File: config.mk
export PLATFORM = sky130hd
export DESIGN_NAME = gcd_controller
export DESIGN_NICKNAME = d
export VERILOG_FILES = /design/src/rtl/gcd_controller.sv
export SDC_FILE = /design/constraint.sdc
export NUM_CORES = 1
export LEC_CHECK = 0
export CAP_MARGIN = 10
export CORE_ASPECT_RATIO = 0.8
export CORE_MARGIN = 4
export CORE_UTILIZATION = 50
export DETAILED_ROUTE_END_ITERATION = 8
export PLACE_DENSITY = 0.89
export SYNTH_ARGS = -nofsm -noshare
export SYNTH_HDL_FRONTEND = slang
export SYNTH_SLANG_ARGS = --single-unit
File: constraint.sdc
create_clock -name clk -period 3.1 [get_ports clk]
set_input_delay 0.62 -clock clk [delete_from_list [all_inputs] [get_ports clk]]
set_output_delay 0.62 -clock clk [all_outputs]
set_load 0.03 [all_outputs]
File: src/rtl/gcd_controller.sv
// Control FSM for a subtract-and-swap GCD datapath: loads A and B from data_in,
// then steers one subtraction per clock until A == B or the iteration limit is hit.
module gcd_controller #(
    parameter logic [15:0] MAX_ITER = 16'hFFFF
) (
    input  logic        clk,
    input  logic        rst,
    input  logic        start,
    input  logic        abort,
    input  logic        in_valid,
    output logic        in_ready,
    input  logic        gt,
    input  logic        lt,
    input  logic        eq,
    output logic        ldA,
    output logic        ldB,
    output logic        sel1,
    output logic        sel2,
    output logic        sel_in,
    output logic        busy,
    output logic        done,
    output logic        err,
    output logic [15:0] iter_count
);

    typedef enum logic [2:0] {
        IDLE,
        LOAD_A,
        LOAD_B,
        CALC,
        DONE,
        ERR
    } state_t;

    state_t state;
    state_t next_state;

    logic at_limit;
    logic can_start;
    logic do_sub;

    assign at_limit  = (iter_count == MAX_ITER);
    assign can_start = (state == IDLE) || (state == DONE) || (state == ERR);
    // A subtraction happens only when the operands differ, a direction is known
    // and the budget is not exhausted; this also guards iter_count against wrap.
    assign do_sub    = (state == CALC) && !eq && !at_limit && (gt || lt);

    always_ff @(posedge clk or posedge rst) begin
        if (rst) begin
            state <= IDLE;
        end else if (abort) begin
            state <= IDLE;
        end else begin
            state <= next_state;
        end
    end

    always_ff @(posedge clk or posedge rst) begin
        if (rst) begin
            iter_count <= '0;
        end else if (abort) begin
            iter_count <= iter_count;
        end else if (can_start && start) begin
            iter_count <= '0;
        end else if (do_sub) begin
            iter_count <= iter_count + 16'd1;
        end
    end

    always_comb begin
        next_state = state;
        case (state)
            IDLE, DONE, ERR: if (start) next_state = LOAD_A;
            LOAD_A:          if (in_valid) next_state = LOAD_B;
            LOAD_B:          if (in_valid) next_state = CALC;
            CALC: begin
                if (eq) begin
                    next_state = DONE;
                end else if (at_limit) begin
                    next_state = ERR;
                end
            end
            default:         next_state = IDLE;
        endcase
    end

    always_comb begin
        ldA      = 1'b0;
        ldB      = 1'b0;
        sel1     = 1'b0;
        sel2     = 1'b0;
        sel_in   = 1'b0;
        in_ready = 1'b0;
        busy     = 1'b0;
        done     = 1'b0;
        err      = 1'b0;
        case (state)
            LOAD_A: begin
                in_ready = 1'b1;
                sel_in   = 1'b1;
                ldA      = in_valid;
                busy     = 1'b1;
            end
            LOAD_B: begin
                in_ready = 1'b1;
                sel_in   = 1'b1;
                ldB      = in_valid;
                busy     = 1'b1;
            end
            CALC: begin
                busy = 1'b1;
                if (!eq && !at_limit) begin
                    if (gt) begin
                        ldA  = 1'b1;
                        sel1 = 1'b1;
                    end else if (lt) begin
                        ldB  = 1'b1;
                        sel2 = 1'b1;
                    end
                end
            end
            DONE:    done = 1'b1;
            ERR:     err  = 1'b1;
            default: ;
        endcase
    end

endmodule

* Yosys cells after proc, flatten, opt, wreduce, memory -nomap -nowiden *
Index checks and enable logic that the tools add are counted.

storage, ports and cells
  register bits = 19
  input bits = 8
  word-level logic and storage cells = 53

cells by class
  bitwise operators = 1
  $add $sub $neg = 1
  equality and inequality tests = 10
  multiplexer cells = 22
  reduce and logical (&&, ||, !) cells = 17

operator list
  cell                   count
  $mux 16                2
  $mux 3                 6
  $add 16x1->16 const B  1
  $eq 16x16->1 const B   1
  $pmux 3 s4             1
  $mux 1                 11
  $ne 3x3->1 const B     3
  $eq 3x2->1 const B     2
  $eq 3x3->1 const B     2
  $reduce_or 3->1        2
  $logic_and 1x1->1      5
  $ne 4x4->1 const B     1
  $pmux 1 s2             2
  $reduce_and 4->1       1
  $eq 3x1->1 const B     1
  $logic_not 3->1        1
  $logic_or 1x1->1       3
  $logic_not 1->1        2
  $reduce_and 2->1       1
  $reduce_bool 2->1      1
  $reduce_or 2->1        1
  $not 1->1              1

* Longest topological paths before layout *
Gate-level depths: netlist of run 1.

  word-level depth = 6
  depth in mapped cells = 6

* Worst setup path after synthesis of run 1 *
Ideal clock, no wire load.

  kind = reg2out
  start point = register iter_count[0]
  end point = output ldB
  setup slack = -260 ps
  data required time = 2,480 ps
  data arrival time = 2,740 ps
  path buffers = 0
  cell stages (with the launch flop) = 6
  path through = dfrtp_1 -> ha_1 -> nand4_1 -> nor4_1 -> nor4b_1 -> o211a_1

between the ends
  longest elaborated chain between the ends = 5

ends and longest elaborated chain
  element                 line  text
  from (decl)             23    output logic [15:0] iter_count
  from (signal assigned)  62    iter_count <= iter_count;
  from (signal assigned)  66    iter_count <= iter_count + 16'd1;
  $eq 16x16->1            42    assign at_limit = (iter_count == MAX_ITER);
  $logic_not 1->1         112   if (!eq && !at_limit) begin
  $logic_and 1x1->1       112
  $mux 1                  112
  $pmux 1 s2              97    case (state)
  to (decl)               16    output logic ldB,

No other way between the ends.

* Worst setup path in the final report of run 1 *
  start point = register iter_count[1]
  end point = output ldA

between the ends
  longest elaborated chain between the ends = 5

ends and longest elaborated chain
  element            line  text
  $eq 16x16->1       42
  $logic_not 1->1    112
  $logic_and 1x1->1  112
  $mux 1             112
  $pmux 1 s2         97
  to (decl)          15    output logic ldA,

No other way between the ends.

==> results of run 1 <==
[stage by stage]
step                utilization, %  cells  worst slack, ps  total power [W]  area (sq um)
finish                        69.4    250             51.5         0.000912          1950
global route                  69.4    250             12.2         0.000953          1950
CTS                           69.0    250             15.3         0.000908          1940
detailed placement            67.2    246             4.92         0.000732          1890
global placement              67.2    246             96.9         0.000718          1890
floorplan                        -    175             35.0         0.000585          1490
[state kept, by name (all words and copies together), names as in the netlist]
| register | flops |
|---|---|
| iter_count | 16 |
| state | 3 |
[cell usage in the layout, fill, tap and decap left out, types with 3 or more instances in the layout]
cell type        count
clkdlybuf4s50_1     29
dfrtp_1             19
nand2_1             15
buf_4               13
nand3_1             11
nor2_1               8
a31oi_1              8
nor3_1               7
o21ai_0              7
inv_1                6
and3_1               6
or4_1                6
nor2b_1              5
nand4_1              4
a21oi_1              4
nand2b_1             4
o211ai_1             4
nor4_1               4
o311ai_0             3
o41ai_1              3
clkbuf_8             3
[layer usage]
layer  vias up  global-route usage (%)  share of wire (%)
li1        757                       -                  -
met1       788                    35.1                 41
met2       108                    34.9                 46
met3        15                    5.40                 11
met4         0                    6.94                2.0
met5         -                       0                  0
[worst reg2reg max path, delay by kind of cell (launching register included)]
family / cells / cell delay (ps)
AOI/OAI and AO/OA: 1 / 380
and+or+nand+nor: 2 / 950
adders and majority gates: 1 / 250
DFF: 1 / 360
muxes: 1 / 340
[final timing paths]
check	start	to	slack (ps)	cells after the start
max in group asynchronous	rst	iter_count[6]	1830	2
hold reg to reg	iter_count[5]	iter_count[5]	590	2
setup reg to reg	iter_count[1]	state[1]	710	5
setup / recovery	iter_count[1]	ldA	50	6
min in group asynchronous	rst	iter_count[12]	790	2
hold / removal	iter_count[5]	iter_count[5]	590	2
[logic make-up (layout without fill, tap and decap cells)]
logic type      after synthesis  count (layout)
compound gates               44              44
buf+inv                      16              53
fa+ha+maj                     1               1
simple gates                 91              91
mux                           3               3
xor+xnor                      1               1
flops                        19              19
[cell type report]
type	count	area [sq um]	share of cell area, %
multi-input cells	140	957	49.1
inverters	6	22.5	1.16
flip-flops and latches	19	475	24.4
clock buffers	4	45.0	2.31
well taps	38	47.5	2.44
repair buffers	43	400	20.6
[power by group through the flow]
stage	logic, W	registers, W	clock network, W
after floorplan	0.000264	0.000321	0
after global placement	0.000412	0.000306	0
after detailed placement	0.000423	0.000309	0
after CTS	0.000425	0.000304	0.000179
after global routing	0.000455	0.000308	0.000190
final	0.000430	0.000304	0.000178
==> impl_metrics.py, run 1 <==
metrics = {
    "timing": {
        "setup_viol": 0,
        "worst_slew_pin_slew_ps": 752,
        "fin_skew_ps": 3.80,
        "slew_headroom_pct": 49.8,
        "fmax_mhz": 328,
        "rsz0062_at_grt": "no",
        "drv_slew": 0,
        "holdWs_ps": 587,
        "final.min_clock_period_ps": 3050,
        "finalCritPeriodShare_pct": 98.3,
        "final-hold-violation-count": 0,
        "setup_tns_ps": 0,
    },
    "worst_hold_path": {
        "hp-class": "reg -> reg",
    },
    "die": {
        "die_x_um": 68.9,
        "ioPinCount": 33,
        "start_util_pct": 52.9,
        "rows": 17,
        "design.die.area_sq_um": 3910,
        "core_sq_um": 2810,
        "die_y_um": 56.7,
    },
    "flow_run": {
        "cap_violations": 0,
    },
    "clock_network": {
        "htreeDepth": 1,
        "cts-root-buf": "clkbuf_8",
        "clk-insertion-delay-late_ps": 260,
        "cts_tree": "built",
        "cts-resized-gates": 1,
        "post-cts-setup-buffers": 0,
        "numCtsBuffers": 3,
        "ctsHoldBuffers": 0,
        "numClockSinks": 19,
        "clkTransAtPathRegs_ps": 70,
        "clock_path_buffers": 2,
    },
    "yosys": {
        "synthSimpleGateAreaFrac_pct": 37.2,
        "synth_edf_count": 0,
        "yosys.area_share.adder_pct": 0.842,
        "synth-xor-area-share_pct": 0.590,
        "ys_types": 55,
        "synthArstFlopShare_pct": 100,
        "synth_fp_nets": 184,
        "synth_ff_type": "dfrtp_1",
        "synth_common_cells": "dfrtp_1 (19), nand2_1 (15), nand3_1 (11)",
        "synthTopCellsByArea": "dfrtp_1 (32%), nand2_1 (3.8%), nand3_1 (3.7%)",
        "syn_avg_cell_area_sq_um": 8.49,
        "yosys_warnings": 0,
        "synth.most_common_cell": "dfrtp_1",
        "synth_top_family_by_area": "simple AND/OR/NAND/NOR gates",
        "yosysSeqAreaShare_pct": 32.0,
        "synth_top_cell_by_area": "dfrtp_1",
        "synthMuxAreaShare_pct": 2.36,
        "synth-compound-area-share_pct": 22.0,
        "yosysTopAreaCellShare_pct": 32.0,
        "netlist_instances": 175,
        "synth_seq_cells": 19,
        "synth_area_sq_um": 1490,
    },
    "grt": {
        "grt_pass1_wl_um": 7280,
        "grtUsageTotal_pct": 24.0,
        "overflow": 0,
        "antenna_found_initial": 0,
        "grt_max_degree": 20,
        "grt_pass1_vias": 1461,
    },
    "power": {
        "p_int_w": 0.000533,
        "leakagePower_nw": 0.836,
        "seqPwrFrac_pct": 33.4,
        "combinationalPowerShare_pct": 47.1,
        "clkPwrFrac_pct": 19.5,
        "p_sw_share_pct": 41.6,
        "power_density_nw_per_um2": 468,
        "power_switching_w": 0.000380,
        "peakVddDrop_uv": 501,
    },
    "drt": {
        "drcViolationCount": 0,
        "drt-total-wl_um": 4420,
        "wl_per_cell_um": 17.7,
        "dr.pass1.iters": 6,
        "antenna_left": 0,
        "dr_total_vias": 1668,
        "drtIter0Drc": 262,
        "vias_per_cell": 6.67,
    },
    "critical_path": {
        "worstPathCellList": "ha_1 > nand4_1 > or4_4 > and3_2 > o21a_1 > buf_4",
        "crit_path_max_incr_delay_ps": 660,
        "cp_top_family": "simple AND/OR/NAND/NOR gates",
        "critPathArrivalTime_ps": 2430,
        "critPathMaxFanout": 8,
        "cp-end-kind": "output pin",
        "crit_slowest_cell": "or4_4",
        "crit_required_ps": 2480,
        "timing.setup.critical_path_class": "reg -> out",
        "critPathBufInv": 1,
        "start_kind": "flop",
    },
    "placed_design": {
        "gp_congestion": 0.993,
        "portBuffers": 32,
        "hpwlAfterDp_um": 3160,
    },
    "cells_and_area": {
        "diodes": 0,
        "area_delta_synth_final_pct": 31.2,
        "fillCellCount": 229,
        "layout.nets": 222,
        "drive_gt1_share_pct": 14.2,
    },
    "status": {
        "status": "completed",
    },
}
Note: power is estimated with default switching activity, not from simulation.
==> inputs of run 2 (changes only) <==
Clock period 3.1 ns to 2.9 ns, I/O delays scaled along.
==> run 2 against run 1 <==
Cell count grew 0.80%. Combinational power grew 4%. Via count shrank 1.1%. Hold slack gained 10 ps. Register-to-register slack lost 180 ps. Cell area grew 0.19%. First-iteration DRC count shrank 25%. Largest cell class unchanged.
==> impl_metrics.py, run 2 (synthesis gave the netlist of run 1 again) <==
metrics = {
    "status": {
        "status": "completed",
    },
    "power": {
        "leakagePower_nw": 0.812,
        "power_density_nw_per_um2": 503,
        "seqPwrFrac_pct": 34.5,
        "peakVddDrop_uv": 508,
        "p_sw_share_pct": 42.0,
        "p_int_w": 0.000570,
        "power_switching_w": 0.000412,
        "clkPwrFrac_pct": 20.0,
        "combinationalPowerShare_pct": 45.5,
    },
    "die": {
        "start_util_pct": 52.9,
        "design.die.area_sq_um": 3910,
        "die_x_um": 68.9,
        "ioPinCount": 33,
        "die_y_um": 56.7,
        "rows": 17,
        "core_sq_um": 2810,
    },
    "placed_design": {
        "placed_cell_area_sq_um": 1870,
        "portBuffers": 32,
        "gp_congestion": 1.05,
        "hpwlAfterDp_um": 3100,
        "dpl_worst_slack_ps": 218,
    },
    "timing": {
        "fmax_mhz": 349,
        "final-hold-violation-count": 0,
        "fin_skew_ps": 15.6,
        "worst_slew_pin_slew_ps": 752,
        "drv_slew": 0,
        "final.min_clock_period_ps": 2870,
        "setup_viol": 0,
        "setup_slack_ps": 33.2,
        "setup_tns_ps": 0,
        "finalCritPeriodShare_pct": 98.9,
        "slew_headroom_pct": 49.8,
    },
    "clock_network": {
        "ctsHoldBuffers": 0,
        "numClockSinks": 19,
        "clock_path_buffers": 2,
        "clk-insertion-delay-late_ps": 270,
        "htreeDepth": 1,
        "cts_tree": "built",
        "cts-root-buf": "clkbuf_8",
        "numCtsBuffers": 3,
        "clkTransAtPathRegs_ps": 90,
    },
    "critical_path": {
        "timing.setup.critical_path_class": "reg -> out",
        "r2r_setup_slack_ps": 530,
        "r2r_cells": 6,
        "crit_path_max_incr_delay_ps": 570,
        "worstPathCellList": "ha_2 > nand4_1 > or4_4 > and3_2 > o21a_1 > buf_4",
        "crit_required_ps": 2320,
        "critPathMaxFanout": 5,
        "cp-end-kind": "output pin",
        "critPathArrivalTime_ps": 2290,
        "r2r_start": "iter_count[1]",
        "crit_start": "iter_count[1]",
        "endpoint": "ldA",
        "start_kind": "flop",
        "crit_slowest_cell": "or4_4",
        "r2r_end": "state[1]",
    },
    "cells_and_area": {
        "diodes": 0,
        "final_cell_area_sq_um": 1950,
        "mostFrequentLayoutCells": "clkdlybuf4s50_1 (28), dfrtp_1 (18), buf_4 (17)",
        "fillCellCount": 225,
        "drive_gt1_share_pct": 17.3,
        "largest_reg_flops": 16,
        "reg.largest.list": "iter_count x16, state x3",
        "layout.nets": 224,
        "final_common_cell": "clkdlybuf4s50_1",
        "regMostFlops": "iter_count",
        "area_delta_synth_final_pct": 31.4,
    },
    "drt": {
        "drt-total-wl_um": 4470,
        "dr_total_vias": 1649,
        "dr.pass1.iters": 5,
        "vias_per_cell": 6.54,
        "drcViolationCount": 0,
        "wl_per_cell_um": 17.7,
        "drtIter0Drc": 196,
        "antenna_left": 0,
    },
    "grt": {
        "overflow": 0,
        "grt_pass1_vias": 1463,
        "grt_pass1_wl_um": 7040,
        "grt_max_degree": 20,
        "grtUsageTotal_pct": 23.5,
        "antenna_found_initial": 0,
    },
    "flow_run": {
        "cap_violations": 0,
    },
    "worst_hold_path": {
        "hp-class": "reg -> reg",
    },
}
[run 2: changes by cell type in the layout (fill, tap and decap cells not counted), sizes merged]
cell and delta:
clkinv +1, dlymetal6s2s -1, clkdlybuf4s50 -1, buf +4, clkbuf -1
[run 2: worst min-delay path by stage]
stage / start / endpoint / slack, ps / cells after the start
finish: iter_count[5] / iter_count[5] / 600 / 2
global route: iter_count[5] / iter_count[5] / 630 / 2
CTS: iter_count[5] / iter_count[5] / 590 / 2
detailed placement: iter_count[5] / iter_count[5] / 560 / 2
global placement: iter_count[5] / iter_count[5] / 550 / 2
floorplan: rst / iter_count[0] / 530 / 1
[run 2: through the flow]
step / utilization (%) / instances / total power (W) / hold WS, ps
5_1_grt: 69.5 / 252 / 0.00103 / 628
3_5_place_dp: 66.7 / 244 / 0.000762 / 565
3_3_place_gp: 66.7 / 244 / 0.000750 / 554
2_1_floorplan: - / 175 / 0.000625 / 531
6_report: 69.5 / 252 / 0.000983 / 597
4_1_cts: 68.4 / 248 / 0.000962 / 589
[run 2: layer usage]
metal	part of all wire (%)	GRT usage (%)	up-vias
li1	-	-	761
met1	43	32.3	769
met2	46	35.6	103
met3	8.0	5.80	16
met4	2.7	7.78	0
met5	0	0	-
[run 2: power by group through the flow]
stage / combinational, W / sequential (W) / clock [W]
final: 0.000447 / 0.000339 / 0.000197
after global routing: 0.000473 / 0.000345 / 0.000212
after CTS: 0.000423 / 0.000338 / 0.000201
after detailed placement: 0.000420 / 0.000342 / 0
after global placement: 0.000412 / 0.000338 / 0
after floorplan: 0.000282 / 0.000343 / 0
[run 2: worst max-delay path: cells and delay by family, from the launching register on]
kind	cells	cell delay (ps)
simple gates	3	1010
fa+ha+maj	1	240
buf+inv	1	160
flops	1	430
compound gates	1	180
[run 2: timing repair]
action,in CTS,in global routing
pin swaps,1,1
resized for setup,1,1
setup buffers,0,4
endpoints found under the setup margin,1,1
[run 2: area by class of cell]
type                    instances  area (sq um)  area share (%)
clock inverters                 1          5.00           0.256
inverters                       6          22.5            1.15
repair buffers                 45           408            20.9
well taps                      38          47.5            2.44
clock buffers                   3          41.3            2.12
multi-input cells             140           951            48.7
flip-flops and latches         19           477            24.4
